--- src/rtl/ring_meter_pkg.sv ---
// Shared definitions for the ring oscillator frequency meter: FSM state type
// and default widths.
package ring_meter_pkg;

  localparam int DEF_CNT_W  = 16;
  localparam int DEF_GATE_W = 4;

  typedef enum logic {
    ST_IDLE = 1'b0,
    ST_GATE = 1'b1
  } meter_state_e;

endpackage

--- src/rtl/osc_sync_rise.sv ---
// Brings the asynchronous ring oscillator output into the clk domain and turns
// each rising edge into a single-cycle rise pulse.
module osc_sync_rise (
  input  logic clk,
  input  logic rst_n,
  input  logic osc_in,
  output logic rise
);

  logic s1_q, s2_q, s3_q;
  logic s1_d, s2_d, s3_d;

  always_comb begin
    s1_d = osc_in;
    s2_d = s1_q;
    s3_d = s2_q;
  end

  always_ff @(posedge clk or negedge rst_n) begin
    if (!rst_n) begin
      s1_q <= 1'b0;
      s2_q <= 1'b0;
      s3_q <= 1'b0;
    end else begin
      s1_q <= s1_d;
      s2_q <= s2_d;
      s3_q <= s3_d;
    end
  end

  assign rise = s2_q & ~s3_q;

endmodule

--- src/rtl/ring_freq_meter.sv ---
// Gated frequency meter: counts synchronised oscillator rising edges over a
// window of 2^gate_sel clk cycles and reports a saturating result.
module ring_freq_meter
  import ring_meter_pkg::*;
#(
  parameter int CNT_W  = DEF_CNT_W,
  parameter int GATE_W = DEF_GATE_W
) (
  input  logic              clk,
  input  logic              rst_n,
  input  logic              osc_in,
  input  logic              start,
  input  logic              cont,
  input  logic [GATE_W-1:0] gate_sel,
  output logic [CNT_W-1:0]  count,
  output logic              valid,
  output logic              busy,
  output logic              overflow
);

  localparam int WIN_W = (1 << GATE_W) - 1;

  // Handshake: valid is a one-cycle strobe with no ready; count/overflow are
  // stable from the valid cycle until the next strobe.
  meter_state_e     state_q, state_d;
  logic [WIN_W-1:0] win_q, win_d;
  logic [CNT_W-1:0] acc_q, acc_d;
  logic             sat_q, sat_d;
  logic [CNT_W-1:0] count_q, count_d;
  logic             ovf_q, ovf_d;
  logic             valid_q, valid_d;

  logic             rise;
  logic [WIN_W-1:0] win_load;
  logic [CNT_W-1:0] acc_nx;
  logic             sat_nx;

  osc_sync_rise u_sync (
    .clk    (clk),
    .rst_n  (rst_n),
    .osc_in (osc_in),
    .rise   (rise)
  );

  // N-1 for N = 2^gate_sel is simply gate_sel low-order ones.
  always_comb begin
    win_load = '0;
    for (int i = 0; i < WIN_W; i++) begin
      win_load[i] = (i < int'(gate_sel));
    end
  end

  // Saturating accumulate; sat tracks that the true total passed all-ones.
  always_comb begin
    acc_nx = acc_q;
    sat_nx = sat_q;
    if (rise) begin
      if (&acc_q) begin
        sat_nx = 1'b1;
      end else begin
        acc_nx = acc_q + CNT_W'(1);
      end
    end
  end

  always_comb begin
    state_d = state_q;
    win_d   = win_q;
    acc_d   = acc_q;
    sat_d   = sat_q;
    count_d = count_q;
    ovf_d   = ovf_q;
    valid_d = 1'b0;
    case (state_q)
      ST_IDLE: begin
        if (start || cont) begin
          state_d = ST_GATE;
          win_d   = win_load;
          acc_d   = '0;
          sat_d   = 1'b0;
        end
      end
      ST_GATE: begin
        if (win_q == '0) begin
          count_d = acc_nx;
          ovf_d   = sat_nx;
          valid_d = 1'b1;
          if (cont) begin
            // Fresh window starts on this very edge so no edge is lost.
            win_d = win_load;
            acc_d = '0;
            sat_d = 1'b0;
          end else begin
            state_d = ST_IDLE;
          end
        end else begin
          win_d = win_q - WIN_W'(1);
          acc_d = acc_nx;
          sat_d = sat_nx;
        end
      end
      default: state_d = ST_IDLE;
    endcase
  end

  always_ff @(posedge clk or negedge rst_n) begin
    if (!rst_n) begin
      state_q <= ST_IDLE;
      win_q   <= '0;
      acc_q   <= '0;
      sat_q   <= 1'b0;
      count_q <= '0;
      ovf_q   <= 1'b0;
      valid_q <= 1'b0;
    end else begin
      state_q <= state_d;
      win_q   <= win_d;
      acc_q   <= acc_d;
      sat_q   <= sat_d;
      count_q <= count_d;
      ovf_q   <= ovf_d;
      valid_q <= valid_d;
    end
  end

  assign count    = count_q;
  assign valid    = valid_q;
  assign busy     = (state_q == ST_GATE);
  assign overflow = ovf_q;

endmodule

--- config.mk ---
export PLATFORM = sky130hd
export DESIGN_NAME = ring_freq_meter
export DESIGN_NICKNAME = d
export VERILOG_FILES = /design/src/rtl/ring_meter_pkg.sv /design/src/rtl/osc_sync_rise.sv /design/src/rtl/ring_freq_meter.sv
export SDC_FILE = /design/constraint.sdc
export NUM_CORES = 1
export LEC_CHECK = 0
export CORE_UTILIZATION = 55
export CTS_BUF_LIST = sky130_fd_sc_hd__clkbuf_4
export DETAILED_ROUTE_END_ITERATION = 10
export HOLD_SLACK_MARGIN = 0.06
export PLACE_DENSITY = 0.83
export SLEW_MARGIN = 20
export SYNTH_ARGS = -nofsm -noshare
export SYNTH_HDL_FRONTEND = slang
export SYNTH_SLANG_ARGS = --single-unit
--- constraint.sdc ---
create_clock -name clk -period 3.9 [get_ports clk]
set_clock_uncertainty 0.1 [all_clocks]
set_input_delay 0.78 -clock clk [delete_from_list [all_inputs] [get_ports clk]]
set_output_delay 0.78 -clock clk [all_outputs]
set_load 0.05 [all_outputs]
==> results of run 1 <==
-- power by group through the flow --
stage / Sequential (W) / Clock [W] / Combinational, W
2_1_floorplan: 0.000800 / 0 / 0.000343
3_3_place_gp: 0.000813 / 0 / 0.000449
3_5_place_dp: 0.000820 / 0 / 0.000459
4_1_cts: 0.000809 / 0.000251 / 0.000461
5_1_grt: 0.000836 / 0.000275 / 0.000523
6_report: 0.000817 / 0.000244 / 0.000464
-- worst min-delay path by stage --
stage / slack (ns) / endpoint / depth (start not counted)
2_1_floorplan: 0.23 / u_sync.s2_q / 0
3_3_place_gp: 0.23 / u_sync.s2_q / 0
3_5_place_dp: 0.24 / u_sync.s2_q / 0
4_1_cts: 0.27 / u_sync.s2_q / 0
5_1_grt: 0.29 / u_sync.s2_q / 0
6_report: 0.27 / u_sync.s2_q / 0
-- placed cells by master, fill, tap and decap left out, drive strengths merged, types with 6 or more instances in the layout --
cell type	Yosys	layout
a21oi	18	18
buf	6	6
nor2	31	31
clkdlybuf4s50	0	26
xor2	6	6
nand4	11	11
o21ai	29	29
a31oi	9	9
dfrtp	54	54
xnor2	8	8
nor4	9	9
nand3	9	9
inv	7	7
nand2	34	34
a21o	8	8
nor3	18	18
-- cells by family after synthesis --
family	after synthesis	share of synthesized area
AOI/OAI and AO/OA	91	0.195
xor gates and xnor gates	14	0.0399
adders and majority gates	3	0.0122
buffers and inverters	31	0.0432
DFF	54	0.440
muxes	10	0.0346
and+or+nand+nor	141	0.235
-- metal layers --
metal | global-route usage | vias up | share of wire
met2 | 0.383 | 127 | 0.46
li1 | - | 1308 | -
met1 | 0.368 | 1285 | 0.46
met4 | 0.0865 | 0 | 0.013
met3 | 0.0440 | 10 | 0.072
met5 | 0 | - | 0
-- per-stage QoR --
stage / cell area, µm² / instances / worst slack [ns] / hold WS, ns
after CTS: 3410 / 430 / 1.07 / 0.272
after global placement: 3360 / 422 / 1.14 / 0.232
after global routing: 3410 / 430 / 0.759 / 0.292
after detailed placement: 3360 / 422 / 1.09 / 0.240
after floorplan: 3070 / 344 / 1.53 / 0.231
final: 3410 / 430 / 1.06 / 0.269
-- state kept, by name, indices dropped and copies added, names as in the netlist --
signal,cells
u_sync.s1_q,1
acc_q,16
u_sync.s2_q,1
u_sync.s3_q,1
count,16
valid,1
overflow,1
busy,1
sat_q,1
win_q,15
-- final cells by class --
cell class | instances | area, µm² | area share
tap | 70 | 87.6 | 0.0257
clock inverter | 3 | 16.3 | 0.00477
sequential | 54 | 1350 | 0.396
inverter | 7 | 26.3 | 0.00771
timing repair buffer | 32 | 303 | 0.0888
multi-input combinational | 259 | 1590 | 0.466
clock buffer | 5 | 37.5 | 0.0110
-- cell usage after synthesis (3+ instances only) --
cell      count  area [µm²]
inv_1         6        22.5
xor2_1        6        52.6
mux2i_1       5        50.1
buf_2         4        20.0
a211o_1       3        26.3
xnor2_1       8        70.1
or4_1         5        37.5
ha_1          3        37.5
nand2b_1      3        18.8
a21oi_1      18        90.1
nor4_1        8        50.1
mux2_2        5        56.3
nor2_1       30         113
a21o_1        8        60.1
o21ai_0      28         140
dfrtp_1      54        1350
a31oi_1       9        56.3
nand4_1      11        68.8
or3_1         4        25.0
and4_1        5        43.8
nor3_1       18        90.1
clkbuf_1     18        67.6
a211oi_1      4        30.0
nand2_1      34         128
nand3_1       9        45.0
-- critical path: cells and delay by family (launching register included) --
kind | cells | cell delay [ns]
simple gates | 2 | 1.01
compound gates | 3 | 0.91
flops | 1 | 0.45
fa+ha+maj | 1 | 0.13
buf+inv | 1 | 0.10
==> metrics.md, run 1 <==
| Metric | Value |
|---|---|
| Tot Pwr | 0.00152 W |
| Post-DP HPWL | 4880 µm |
| RR Endpoint | win_q[6] |
| Worst hold path class | reg2reg |
| Critical Path AT | 2.99 ns |
| Reg2Reg Depth | 7 |
| Switching Fraction | 0.389 |
| Row cnt | 26 |
| Die area | 0.00589 mm² |
| Largest net degree at the start of global routing | 34 |
| Hold buffer count at CTS | 0 |
| Min-delay src | u_sync.s1_q |
| Sequential share of power | 0.536 |
| Die Span Y | 76.7 µm |
| Worst path slowest cell | o41a_1 |
| Distinct cells, synth | 57 |
| EDFF count, synth | 0 |
| FF+latch count, synth | 54 |
| Setup crit end kind | flip-flop |
| Switch Pwr | 0.000592 W |
| Crit path largest cell delay | 0.59 ns |
| Clock Sinks | 54 |
| Status | finished clean |
| Fin crit period | 2.84 ns |
| Finished Core Util | 0.651 |
| Top-Level Pins | 28 |
| TritonCTS clock tree | done |
| Critical Path Source | win_q[0] |
| Nets | 371 |
| Syn_nets | 356 |
| Fin crit share | 0.729 |
| Initial Util | 0.586 |
| Root Buffer | clkbuf_4 |
| Worst setup SP type | flip-flop |
| Reg2reg setup slack | 1.06 ns |
| End of the critical path | win_q[6] |
| Initial antenna violation count | 0 |
| Combinational Power Share | 0.304 |
| PD cells | 447 mW/mm² |
| Slew margin rel. | 0.314 |
| Antenna cells | 0 |
| Vias in the first global route | 2,468 |
| Post-route setup TNS | 0 ns |
| Vias | 2,730 |
| Slew @ Worst Pin | 1.02 ns |
| Hold Vio Cnt, Final | 0 |
| Most used DFF post-synth | dfrtp_1 |
| Worst-path cell chain | inv_1 -> ha_1 -> or4b_1 -> o41a_1 -> or2_1 -> o311ai_0 -> o211ai_1 |
| Filler instances | 434 |
| Routed WL | 6850 µm |
| Critical path peak fanout | 17 |
| CP Class | reg2reg |
| Drt drc | 0 |
| Final Slew Violations | 0 |
| Detailed-router iteration count before antenna repair | 6 |
| Maxcap violations | 0 |
| Layout area overhead | 11.0% |
| Setup Fix Bufs, Post-CTS | 0 |
| Detail Route Antenna Nets | 0 |
| GRT Total Usage | 0.254 |
| GRT Residual Overflow | 0 |
| Post_cts resized | 0 |
| Worst ir drop on vdd | 0.233 mV |
| R2R Path Start | win_q[0] |
| Seq/Total Area, Yosys | 0.440 |
| Async S/R FF share, synth | 1.00 |
| F_max | 352 MHz |
| Syn Area/Cell | 8.93 µm² |
| Wire per inst | 15.9 µm |
| Worst-path clk slew | 0.15 ns |
| Leakage | 1.42 nW |
| Worst path required time | 4.05 ns |
| Setup violators final | 0 |
| Synth Cell Area | 0.00307 mm² |
| Synth warn | 0 |
| Internal power | 0.000932 W |
| Clock share of power | 0.160 |
| Vias/cell | 6.35 |
| Synthesized instance count | 344 |
| Layout cells sized above 1 | 0.0667 |
| Clock Path Buffers | 2 |
| Worst-Skew Late Latency | 0.38 ns |
| Initial DRC Count | 275 |
| RSZ-0062 raised after global routing | false |
| Port Buffers | 27 |
| Core Area | 0.00524 mm² |
| H-tree depth | 2 |
| First-pass GRT wire length | 12,000 µm |
| TritonCTS buffer count | 5 |
| Routability cong. | 0.975 |
| Die W | 76.7 µm |
(Power assumes the default switching activity.)
==> run 2, diff against run 1 <==
--- a/config.mk
+++ b/config.mk
@@ -5,11 +5,11 @@
 export SDC_FILE = /design/constraint.sdc
 export NUM_CORES = 1
 export LEC_CHECK = 0
-export CORE_UTILIZATION = 55
+export CORE_UTILIZATION = 54
 export CTS_BUF_LIST = sky130_fd_sc_hd__clkbuf_4
 export DETAILED_ROUTE_END_ITERATION = 10
 export HOLD_SLACK_MARGIN = 0.06
-export PLACE_DENSITY = 0.83
+export PLACE_DENSITY = 0.85
 export SLEW_MARGIN = 20
 export SYNTH_ARGS = -nofsm -noshare
 export SYNTH_HDL_FRONTEND = slang
==> constraint.sdc (replaced) <==
create_clock -name clk -period 2.35 [get_ports clk]
set_clock_uncertainty 0.1 [all_clocks]
set_input_delay 0.47 -clock clk [delete_from_list [all_inputs] [get_ports clk]]
set_output_delay 0.47 -clock clk [all_outputs]
set_load 0.05 [all_outputs]
==> metrics.md, run 2 (synthesis results as in run 1) <==
| Metric | Value |
|---|---|
| Routability cong. | 0.956 (-2.0%) |
| Worst-path clk slew | 0.15 ns (about the same) |
| Clock Path Buffers | 2 (unchanged) |
| Core Area | 0.00551 mm² (+5.1%) |
| Wire per inst | 18.0 µm (+13%) |
| F_max | 420 MHz (+19%) |
| Drt drc | 0 (unchanged) |
| Root Buffer | clkbuf_4 |
| Commonest non-fill, non-tap cell in the layout | dfrtp_1 |
| Layout cells sized above 1 | 0.230 (+0.163) |
| Detailed-router iteration count before antenna repair | 9 (+3) |
| Finished Core Util | 0.714 (+0.0630) |
| Status | finished with violations |
| Critical Path AT | 2.57 ns (-0.42 ns) |
| Setup WS post-layout | -0.0321 ns (-1.09 ns) |
| First-pass GRT wire length | 13,400 µm (+12%) |
| Worst path required time | 2.53 ns (-1.52 ns) |
| Post-DP HPWL | 5870 µm (+20%) |
| Vias in the first global route | 2,839 (+15%) |
| Hold Vio Cnt, Final | 0 (unchanged) |
| Worst ir drop on vdd | 0.394 mV (+69%) |
| RSZ-0062 raised after global routing | true |
| Most frequent cells in the layout | dfrtp_1 (54), buf_4 (41), nand2_1 (34) |
| Filler instances | 368 (-15%) |
| Top-Level Pins | 28 (unchanged) |
| Initial Util | 0.558 (-0.0287) |
| Largest net degree at the start of global routing | 26 (-24%) |
| Die area | 0.00599 mm² (+1.8%) |
| Clock Sinks | 54 (unchanged) |
| GRT Total Usage | 0.282 (+0.0277) |
| PD cells | 740 mW/mm² (+65%) |
| Worst-Skew Late Latency | 0.39 ns (about the same) |
| Leakage | 1.71 nW (+21%) |
| Row cnt | 27 (+3.8%) |
| Port Buffers | 27 (unchanged) |
| Worst hold path class | reg2reg |
| Critical path peak fanout | 11 (-6) |
| Nets | 416 (+12%) |
| Vias/cell | 6.46 (+1.7%) |
| H-tree depth | 2 (unchanged) |
| Detail Route Antenna Nets | 0 (unchanged) |
| Routed WL | 8600 µm (+26%) |
| Antenna cells | 0 (unchanged) |
| TritonCTS buffer count | 5 (unchanged) |
| Die Span Y | 77.4 µm (+0.90%) |
| Slew @ Worst Pin | 0.678 ns (-0.341 ns) |
| Maxcap violations | 0 (unchanged) |
| Slew margin rel. | 0.544 (+0.230) |
| TritonCTS clock tree | done |
| Layout area overhead | 28.0% |
| Dpl ws | -0.249 ns (-1.34 ns) |
| Die W | 77.4 µm (+0.90%) |
| Initial antenna violation count | 0 (unchanged) |
| Setup violators final | 4 (+4) |
| Setup crit end kind | flip-flop |
| CP Class | reg2reg |
| Final Slew Violations | 0 (unchanged) |
| Reg2reg setup slack | -0.03 ns (-1.09 ns) |
| Fin crit period | 2.38 ns (-0.460 ns) |
| Worst setup SP type | flip-flop |
| Vias | 3,081 (+13%) |
| Violated checks | setup timing |
| GRT Residual Overflow | 0 (unchanged) |
| Initial DRC Count | 340 (+24%) |
| Fin crit share | 1.01 (+0.285) |
-- run 2: worst paths after layout --
kind / to / from / cells after the start
setup reg to reg: acc_q[13] / win_q[1] / 8
hold / removal: u_sync.s2_q / u_sync.s1_q / 0
min in group asynchronous: count[9] / rst_n / 2
setup / recovery: acc_q[13] / win_q[1] / 8
max in group asynchronous: count[10] / rst_n / 3
hold reg to reg: u_sync.s2_q / u_sync.s1_q / 0
-- run 2: critical path, cell delays in order, from the launching register on --
cell and delay [ns]:
dfrtp_1 0.42, inv_2 0.06, ha_1 0.12, or4b_4 0.50
o41a_1 0.41, buf_8 0.19, buf_6 0.13, a21oi_1 0.24
nor3_2 0.09
-- run 2: report_power, final --
group          switching (W)  internal [W]  total [W]
Sequential          0.000198       0.00110    0.00130
Clock               0.000308      0.000120   0.000428
Combinational       0.000643      0.000537    0.00118
Total                0.00115       0.00176    0.00291
-- run 2: metal layers --
metal  GRT usage  part of all wire  up-vias
li1            -                 -     1393
met1       0.388              0.41     1457
met2       0.442              0.47      191
met3      0.0600             0.082       40
met4      0.0887             0.039        0
met5           0                 0        -
-- run 2: stage by stage --
step | hold slack [ns] | std cells | setup TNS, ns | power, W | area, µm²
final | 0.267 | 477 | -0.0710 | 0.00291 | 3930
after global routing | 0.283 | 477 | -1.05 | 0.00309 | 3930
after global placement | 0.234 | 463 | -2.18 | 0.00230 | 3650
after detailed placement | 0.236 | 463 | -3.16 | 0.00235 | 3650
after floorplan | 0.0744 | 344 | -0.000772 | 0.00190 | 3070
after CTS | 0.271 | 472 | -0.0230 | 0.00280 | 3760
-- run 2: repair_timing --
action | CTS | global route
gates resized for setup | 11 | 35
pin swaps | 0 | 5
setup buffers | 0 | 4
hold endpoints to repair | 22 | 0
hold buffers | 1 | 0
gates cloned | 0 | 1
endpoints found under the setup margin | 27 | 43
-- run 2: cell type report --
cell class              count  area, µm²  area share
flip-flops and latches     54       1350       0.344
repair buffers             77        692       0.176
multi-input cells         259       1700       0.433
inverters                   7       33.8     0.00859
clock inverters             3       23.8     0.00605
clock buffers               5       37.5     0.00955
well taps                  72       90.1      0.0229
